$ cat src/rtl/fp_pkg.sv
// Purpose: shared types and constants for the pipelined FP multiplier.
// Latency: n/a (types, constants and constant functions only).
// Backpressure: n/a.
package fp_pkg;

  // Operand classification after subnormal flush-to-zero.
  typedef enum logic [1:0] {
    FP_ZERO = 2'd0,
    FP_NORM = 2'd1,
    FP_INF  = 2'd2,
    FP_NAN  = 2'd3
  } fp_class_e;

  // Bit positions within the 4-bit exception flag vector.
  localparam int FLG_INV = 3;
  localparam int FLG_OVF = 2;
  localparam int FLG_UDF = 1;
  localparam int FLG_INX = 0;

  // Constant-function results are returned wide and sliced by the user.
  localparam int FP_CONST_W = 128;

  function automatic int fp_bias(input int exp_w);
    return (1 << (exp_w - 1)) - 1;
  endfunction

  // Canonical quiet NaN: sign 0, exponent all ones, fraction MSB set.
  function automatic logic [FP_CONST_W-1:0] fp_qnan(input int exp_w, input int man_w);
    logic [FP_CONST_W-1:0] r;
    r = ((FP_CONST_W'(1) << exp_w) - FP_CONST_W'(1)) << man_w;
    r = r | (FP_CONST_W'(1) << (man_w - 1));
    return r;
  endfunction

endpackage

$ cat src/rtl/fp_mul_pipe_round.sv
// Purpose: normalise a raw significand product and round it to nearest-even.
// Latency: combinational (sits inside stage 2 of fp_mul_pipe).
// Backpressure: none; the enclosing stage register does the holding.
// Ports: man_i raw {1,fa}*{1,fb} product; mant_o rounded fraction (hidden
//        bit dropped); exp_inc_o exponent increment 0..2; inexact_o any
//        discarded bit was set.
module fp_round_rne #(
  parameter int MAN_W = 23
) (
  input  logic [2*MAN_W+1:0] man_i,
  output logic [MAN_W-1:0]   mant_o,
  output logic [1:0]         exp_inc_o,
  output logic               inexact_o
);

  localparam int PW = 2*MAN_W + 2;

  logic [PW-1:0]    norm;
  logic [MAN_W:0]   hi;
  logic             guard;
  logic             rnd;
  logic             sticky;
  logic             rne;
  logic [MAN_W+1:0] sum;
  logic             carry;

  always_comb begin
    // Product of two [1,2) significands lies in [1,4): at most one shift.
    norm   = man_i[PW-1] ? man_i : {man_i[PW-2:0], 1'b0};
    hi     = norm[PW-1 -: MAN_W+1];
    guard  = norm[MAN_W];
    rnd    = norm[MAN_W-1];
    sticky = |norm[MAN_W-2:0];
    rne    = guard & (rnd | sticky | hi[0]);
    sum    = {1'b0, hi} + {{(MAN_W+1){1'b0}}, rne};
    carry  = sum[MAN_W+1];
    // On carry-out the significand is exactly 10..0, so the shifted-out bit is 0.
    mant_o    = carry ? sum[MAN_W:1] : sum[MAN_W-1:0];
    exp_inc_o = {1'b0, man_i[PW-1]} + {1'b0, carry};
    inexact_o = guard | rnd | sticky;
  end

endmodule

$ cat src/rtl/fp_mul_pipe.sv
// Purpose: 3-stage pipelined IEEE-754-style multiplier (RNE, FTZ, flags).
// Latency: 3 clk from accepted operands to out_valid; 1 result per clk.
// Backpressure: all stages stall together while out_valid & !out_ready.
// Ports: in_valid/in_ready/in_a/in_b operand stream; out_valid/out_ready/
//        out_p/out_flags result stream, flags {invalid,overflow,underflow,inexact}.
module fp_mul_pipe
  import fp_pkg::*;
#(
  parameter  int EXP_W = 8,
  parameter  int MAN_W = 23,
  localparam int W     = EXP_W + MAN_W + 1
) (
  input  logic         clk,
  input  logic         rst_n,
  input  logic         in_valid,
  output logic         in_ready,
  input  logic [W-1:0] in_a,
  input  logic [W-1:0] in_b,
  output logic         out_valid,
  input  logic         out_ready,
  output logic [W-1:0] out_p,
  output logic [3:0]   out_flags
);

  localparam int EW = EXP_W + 2;
  localparam int PW = 2*MAN_W + 2;
  localparam logic signed [EW-1:0] BIAS_S = EW'(fp_bias(EXP_W));
  localparam logic signed [EW-1:0] EMAX_S = EW'((1 << EXP_W) - 1);
  localparam logic [FP_CONST_W-1:0] QNAN_WIDE = fp_qnan(EXP_W, MAN_W);
  localparam logic [W-1:0] QNAN = QNAN_WIDE[W-1:0];

  logic adv;

  // ---------------- Stage 1: unpack ----------------
  logic [EXP_W-1:0] ea, eb;
  logic [MAN_W-1:0] fa, fb;
  fp_class_e        cls_a_d, cls_b_d;
  logic             snan_d;
  logic signed [EW-1:0] s1_exp_d;
  logic [PW-1:0]    s1_man_d;

  logic                 s1_vld_q;
  logic                 s1_sign_q;
  fp_class_e            s1_cls_a_q, s1_cls_b_q;
  logic                 s1_snan_q;
  logic signed [EW-1:0] s1_exp_q;
  logic [PW-1:0]        s1_man_q;

  assign adv      = !out_valid || out_ready;
  assign in_ready = adv;

  assign ea = in_a[W-2:MAN_W];
  assign eb = in_b[W-2:MAN_W];
  assign fa = in_a[MAN_W-1:0];
  assign fb = in_b[MAN_W-1:0];

  always_comb begin
    cls_a_d = FP_NORM;
    cls_b_d = FP_NORM;
    // Exponent 0 covers true zero and subnormals (flushed to zero).
    if (ea == '0)      cls_a_d = FP_ZERO;
    else if (ea == '1) cls_a_d = (fa == '0) ? FP_INF : FP_NAN;
    if (eb == '0)      cls_b_d = FP_ZERO;
    else if (eb == '1) cls_b_d = (fb == '0) ? FP_INF : FP_NAN;
    // Signalling NaN: quiet bit (fraction MSB) clear.
    snan_d   = ((cls_a_d == FP_NAN) && !fa[MAN_W-1]) ||
               ((cls_b_d == FP_NAN) && !fb[MAN_W-1]);
    s1_exp_d = $signed({2'b00, ea}) + $signed({2'b00, eb}) - BIAS_S;
    s1_man_d = {{(MAN_W+1){1'b0}}, 1'b1, fa} * {{(MAN_W+1){1'b0}}, 1'b1, fb};
  end

  always_ff @(posedge clk or negedge rst_n) begin
    if (!rst_n) begin
      s1_vld_q   <= 1'b0;
      s1_sign_q  <= 1'b0;
      s1_cls_a_q <= FP_ZERO;
      s1_cls_b_q <= FP_ZERO;
      s1_snan_q  <= 1'b0;
      s1_exp_q   <= '0;
      s1_man_q   <= '0;
    end else if (adv) begin
      s1_vld_q   <= in_valid;
      s1_sign_q  <= in_a[W-1] ^ in_b[W-1];
      s1_cls_a_q <= cls_a_d;
      s1_cls_b_q <= cls_b_d;
      s1_snan_q  <= snan_d;
      s1_exp_q   <= s1_exp_d;
      s1_man_q   <= s1_man_d;
    end
  end

  // ---------------- Stage 2: normalise / round ----------------
  logic [MAN_W-1:0] r_frac;
  logic [1:0]       r_inc;
  logic             r_inx;

  logic                 s2_vld_q;
  logic                 s2_sign_q;
  fp_class_e            s2_cls_a_q, s2_cls_b_q;
  logic                 s2_snan_q;
  logic signed [EW-1:0] s2_exp_q;
  logic [MAN_W-1:0]     s2_frac_q;
  logic                 s2_inx_q;

  fp_round_rne #(.MAN_W(MAN_W)) u_round (
    .man_i     (s1_man_q),
    .mant_o    (r_frac),
    .exp_inc_o (r_inc),
    .inexact_o (r_inx)
  );

  always_ff @(posedge clk or negedge rst_n) begin
    if (!rst_n) begin
      s2_vld_q   <= 1'b0;
      s2_sign_q  <= 1'b0;
      s2_cls_a_q <= FP_ZERO;
      s2_cls_b_q <= FP_ZERO;
      s2_snan_q  <= 1'b0;
      s2_exp_q   <= '0;
      s2_frac_q  <= '0;
      s2_inx_q   <= 1'b0;
    end else if (adv) begin
      s2_vld_q   <= s1_vld_q;
      s2_sign_q  <= s1_sign_q;
      s2_cls_a_q <= s1_cls_a_q;
      s2_cls_b_q <= s1_cls_b_q;
      s2_snan_q  <= s1_snan_q;
      s2_exp_q   <= s1_exp_q + $signed({{EXP_W{1'b0}}, r_inc});
      s2_frac_q  <= r_frac;
      s2_inx_q   <= r_inx;
    end
  end

  // ---------------- Stage 3: pack / exceptions ----------------
  logic         any_nan, any_inf, any_zero, inf_zero, exp_low;
  logic [W-1:0] out_p_d;
  logic [3:0]   out_flags_d;
  logic         out_vld_q;
  logic [W-1:0] out_p_q;
  logic [3:0]   out_flags_q;

  assign any_nan  = (s2_cls_a_q == FP_NAN)  || (s2_cls_b_q == FP_NAN);
  assign any_inf  = (s2_cls_a_q == FP_INF)  || (s2_cls_b_q == FP_INF);
  assign any_zero = (s2_cls_a_q == FP_ZERO) || (s2_cls_b_q == FP_ZERO);
  // Each operand has one class, so inf and zero together means inf*zero.
  assign inf_zero = any_inf && any_zero;
  // e <= 0 tested structurally to stay clear of signed/unsigned mixing.
  assign exp_low  = s2_exp_q[EW-1] || (s2_exp_q == '0);

  always_comb begin
    out_p_d     = '0;
    out_flags_d = '0;
    if (any_nan || inf_zero) begin
      out_p_d              = QNAN;
      out_flags_d[FLG_INV] = inf_zero || s2_snan_q;
    end else if (any_inf) begin
      out_p_d = {s2_sign_q, {EXP_W{1'b1}}, {MAN_W{1'b0}}};
    end else if (any_zero) begin
      out_p_d = {s2_sign_q, {(W-1){1'b0}}};
    end else if (s2_exp_q >= EMAX_S) begin
      out_p_d              = {s2_sign_q, {EXP_W{1'b1}}, {MAN_W{1'b0}}};
      out_flags_d[FLG_OVF] = 1'b1;
      out_flags_d[FLG_INX] = 1'b1;
    end else if (exp_low) begin
      out_p_d              = {s2_sign_q, {(W-1){1'b0}}};
      out_flags_d[FLG_UDF] = 1'b1;
      out_flags_d[FLG_INX] = 1'b1;
    end else begin
      out_p_d              = {s2_sign_q, s2_exp_q[EXP_W-1:0], s2_frac_q};
      out_flags_d[FLG_INX] = s2_inx_q;
    end
  end

  always_ff @(posedge clk or negedge rst_n) begin
    if (!rst_n) begin
      out_vld_q   <= 1'b0;
      out_p_q     <= '0;
      out_flags_q <= '0;
    end else if (adv) begin
      out_vld_q   <= s2_vld_q;
      out_p_q     <= out_p_d;
      out_flags_q <= out_flags_d;
    end
  end

  assign out_valid = out_vld_q;
  assign out_p     = out_p_q;
  assign out_flags = out_flags_q;

endmodule

$ cat config.mk
export PLATFORM = sky130hd
export DESIGN_NAME = fp_mul_pipe
export DESIGN_NICKNAME = d
export VERILOG_FILES = /design/src/rtl/fp_pkg.sv /design/src/rtl/fp_mul_pipe_round.sv /design/src/rtl/fp_mul_pipe.sv
export SDC_FILE = /design/constraint.sdc
export NUM_CORES = 2
export LEC_CHECK = 0
export CAP_MARGIN = 10
export CORE_MARGIN = 2
export CORE_UTILIZATION = 60
export DETAILED_ROUTE_END_ITERATION = 16
export GPL_TIMING_DRIVEN = 0
export PLACE_DENSITY = 0.9
export SYNTH_ARGS = -nofsm -noshare
export SYNTH_HDL_FRONTEND = slang
export SYNTH_SLANG_ARGS = --single-unit
$ cat constraint.sdc
create_clock -name clk -period 10.5 [get_ports clk]
set_input_delay 1.05 -clock clk [delete_from_list [all_inputs] [get_ports clk]]
set_output_delay 1.05 -clock clk [all_outputs]
set_load 0.02 [all_outputs]
==> key figures <==
Status
  – Status: finished clean

Worst setup path
  – Critical path startpoint category: primary input
  – Crit path DAT: 9.59 ns
  – Critical path class: in2reg
  – Crit path required time: 10.84 ns
  – Crit path capture type: flop
  – CP max FO: 10

Clock network
  – Later-pin clock latency in the skew report: 0.43 ns
  – CTS Hold Bufs: 0
  – Longest Clk Path Bufs: 2
  – Post-CTS Setup Bufs: 0
  – Worst-path clk slew: 0.06 ns
  – TritonCTS clock tree: yes
  – Htree depth: 4
  – Clk root buf: clkbuf_16
  – Post-CTS Resized: 0
  – TritonCTS buffer count: 17
  – Clk sinks: 143

Route
  – DRT antenna net count: 0
  – Total wire length: 81900 um
  – # DRC: 0
  – Starting DRC count in detailed routing: 2229
  – TritonRoute pass-1 iters: 6
  – Vias: 22000
  – Vias per cell: 6.03
  – Avg WL per Cell: 22.5 um

Synthesis
  – Commonest cells in the netlist: inv_1 (598), fa_1 (484), nand2_1 (403)
  – Netlist Area Pre-Place: 0.0260 mm^2
  – Prevailing post-synth register cell: dfrtp_1
  – Post-synthesis sequential area ratio: 13.7%
  – Syn Nets: 3663
  – Async S/R FF share, synth: 100%
  – Mapped Avg Cell Area: 8.92 um^2
  – Number of enable flip-flop cells after synthesis: 0
  – Count of state elements after synthesis: 143
  – Top post-synthesis cells by area: fa_1 (37%), dfrtp_1 (14%), ha_1 (9.3%)
  – Yosys top cell area share: 37.2%
  – Synth warn: 0
  – Top cell type by total area after synthesis: fa_1
  – Synthesized instance count: 2918
  – Netlist cell types: 70
  – Count leader, synth: inv_1

Floorplan
  – # rows: 76
  – Die extent in x: 212 um
  – Initial core utilization: 60.6%
  – Core area: 0.0430 mm^2
  – I/O pin cnt: 106
  – Die area: 0.0451 mm^2
  – Die Y: 212 um

Placement
  – Buffers on Ports: 104
  – GPL Wtd Cong: 1.06
  – Post-DP HPWL: 64900 um

Timing
  – Tcrit/Tclk final: 88.1%
  – Fin crit period: 9.25 ns
  – TNS Setup: 0 ns
  – Worst-case hold slack: 0.479 ns
  – Rel. slew slack: 28.4%
  – Least-Margin Pin Slew: 1.06 ns
  – Max-slew violations: 0
  – Final hold vios: 0
  – Clk_skew: 0.0107 ns
  – Peak Freq: 108 MHz
  – RSZ-0062 raised after global routing: no
  – Final setup fails: 0

Final layout
  – Fillers: 3388
  – Share of layout cells above drive strength 1: 2.13%
  – Final-stage net count: 3787
  – Post-synthesis to final-layout area growth: 9.28%

GRT
  – Initial antenna violation count: 3
  – Global-route wire length before repair: 127000 um
  – GRT Total Usage: 38.2%
  – Grt ovf: 0
  – Vias in the first global route: 23000
  – Largest net degree at the start of global routing: 104

Min path
  – Hold crit path type: reg2reg

Job
  – MaxCap Viol Count: 0
## flip-flops by register name, indices dropped and copies added (netlist names)
| register | flops |
|---|---|
| s2_sign_q | 1 |
| out_valid | 1 |
| out_flags | 4 |
| s1_snan_q | 1 |
| s2_cls_b_q | 2 |
| s1_cls_b_q | 2 |
| s1_man_q | 48 |
| s2_inx_q | 1 |
| out_p | 32 |
| s2_frac_q | 23 |
| s2_vld_q | 1 |
| s1_cls_a_q | 2 |
| s1_sign_q | 1 |
| s1_exp_q | 10 |
| s2_snan_q | 1 |
| s2_exp_q | 10 |
| s1_vld_q | 1 |
| s2_cls_a_q | 2 |
## logic make-up after synthesis
kind of cell	share of synthesized area, %
buffers and inverters	10.9
muxes	0.870
and+or+nand+nor	17.4
adders and majority gates	46.5
AOI/OAI and AO/OA	7.90
xor gates and xnor gates	2.72
DFF	13.7
## per-layer routing
| layer | share of wire [%] | up-vias | global-route usage [%] |
|---|---|---|---|
| met1 | 35 | 10800 | 47.5 |
| li1 | - | 9173 | - |
| met2 | 44 | 1526 | 58.2 |
| met3 | 13 | 428 | 11.6 |
| met4 | 7.9 | 4 | 24.5 |
| met5 | 0.081 | - | 0 |
## cell type report
cell class / instances / area, um^2 / area share [%]
sequential: 143 / 3580 / 12.6
multi-input combinational: 2025 / 19600 / 69.0
clock buffer: 19 / 453 / 1.59
clock inverter: 13 / 158 / 0.554
tap: 585 / 732 / 2.57
buffer: 149 / 572 / 2.01
antenna: 2 / 5.00 / 0.0176
inverter: 601 / 2260 / 7.93
timing repair buffer: 105 / 1070 / 3.76
## through the flow
| stage | worst slack, ns | instances | utilization (%) | cell area [um^2] |
|---|---|---|---|---|
| 3_3_place_gp | 1.16 | 3607 | 64.7 | 27800 |
| 3_5_place_dp | 1.08 | 3608 | 64.8 | 27800 |
| 6_report | 1.25 | 3642 | 66.2 | 28500 |
| 4_1_cts | 1.49 | 3640 | 66.2 | 28400 |
| 2_1_floorplan | 3.32 | 2918 | - | 26000 |
| 5_1_grt | 1.03 | 3640 | 66.2 | 28400 |
## worst paths after layout
check                                                 end                     start  depth (start not counted)  slack [ns]
worst max-delay path             s1_man_q[45]$_DFFE_PN0P_                  in_a[22]                         24        1.25
worst min-delay path                 s2_vld_q$_DFFE_PN0P_      s1_vld_q$_DFFE_PN0P_                          2        0.48
worst max register to register    s2_exp_q[8]$_DFFE_PN0P_  s1_man_q[47]$_DFFE_PN0P_                         19        4.57
worst min register to register       s2_vld_q$_DFFE_PN0P_      s1_vld_q$_DFFE_PN0P_                          2        0.48
max in group asynchronous         s2_exp_q[5]$_DFFE_PN0P_                     rst_n                          2        9.13
min in group asynchronous       s2_frac_q[20]$_DFFE_PN0P_                     rst_n                          1        0.53
## critical path, stage by stage
cell	delay, ns
clkdlybuf4s50_1	0.71
clkbuf_1	0.58
inv_1	0.32
nor2_1	0.23
fa_1	0.45
fa_1	0.60
inv_1	0.08
fa_1	0.46
fa_1	0.63
inv_1	0.08
fa_1	0.49
fa_1	0.49
inv_1	0.05
fa_1	0.48
inv_1	0.04
ha_1	0.26
clkbuf_2	0.22
nand4_1	0.29
or4_1	0.57
a21oi_1	0.44
o21ai_2	0.25
o311ai_4	0.40
a2111oi_0	0.19
nor3_1	0.22
## cells in the final DEF (no fill, tap or decap), types with 32 or more instances in the layout
cell type,n
a21oi_1,104
and2_1,255
clkbuf_1,133
clkdlybuf4s50_1,103
dfrtp_1,143
fa_1,484
ha_1,193
inv_1,598
nand2_1,403
nor2_1,130
o21ai_0,58
xnor2_1,49
xor2_1,32
Power is left out: the tool's default activity adds up to more than one toggle a clock period on the data nets, which glitch-free logic cannot reach.
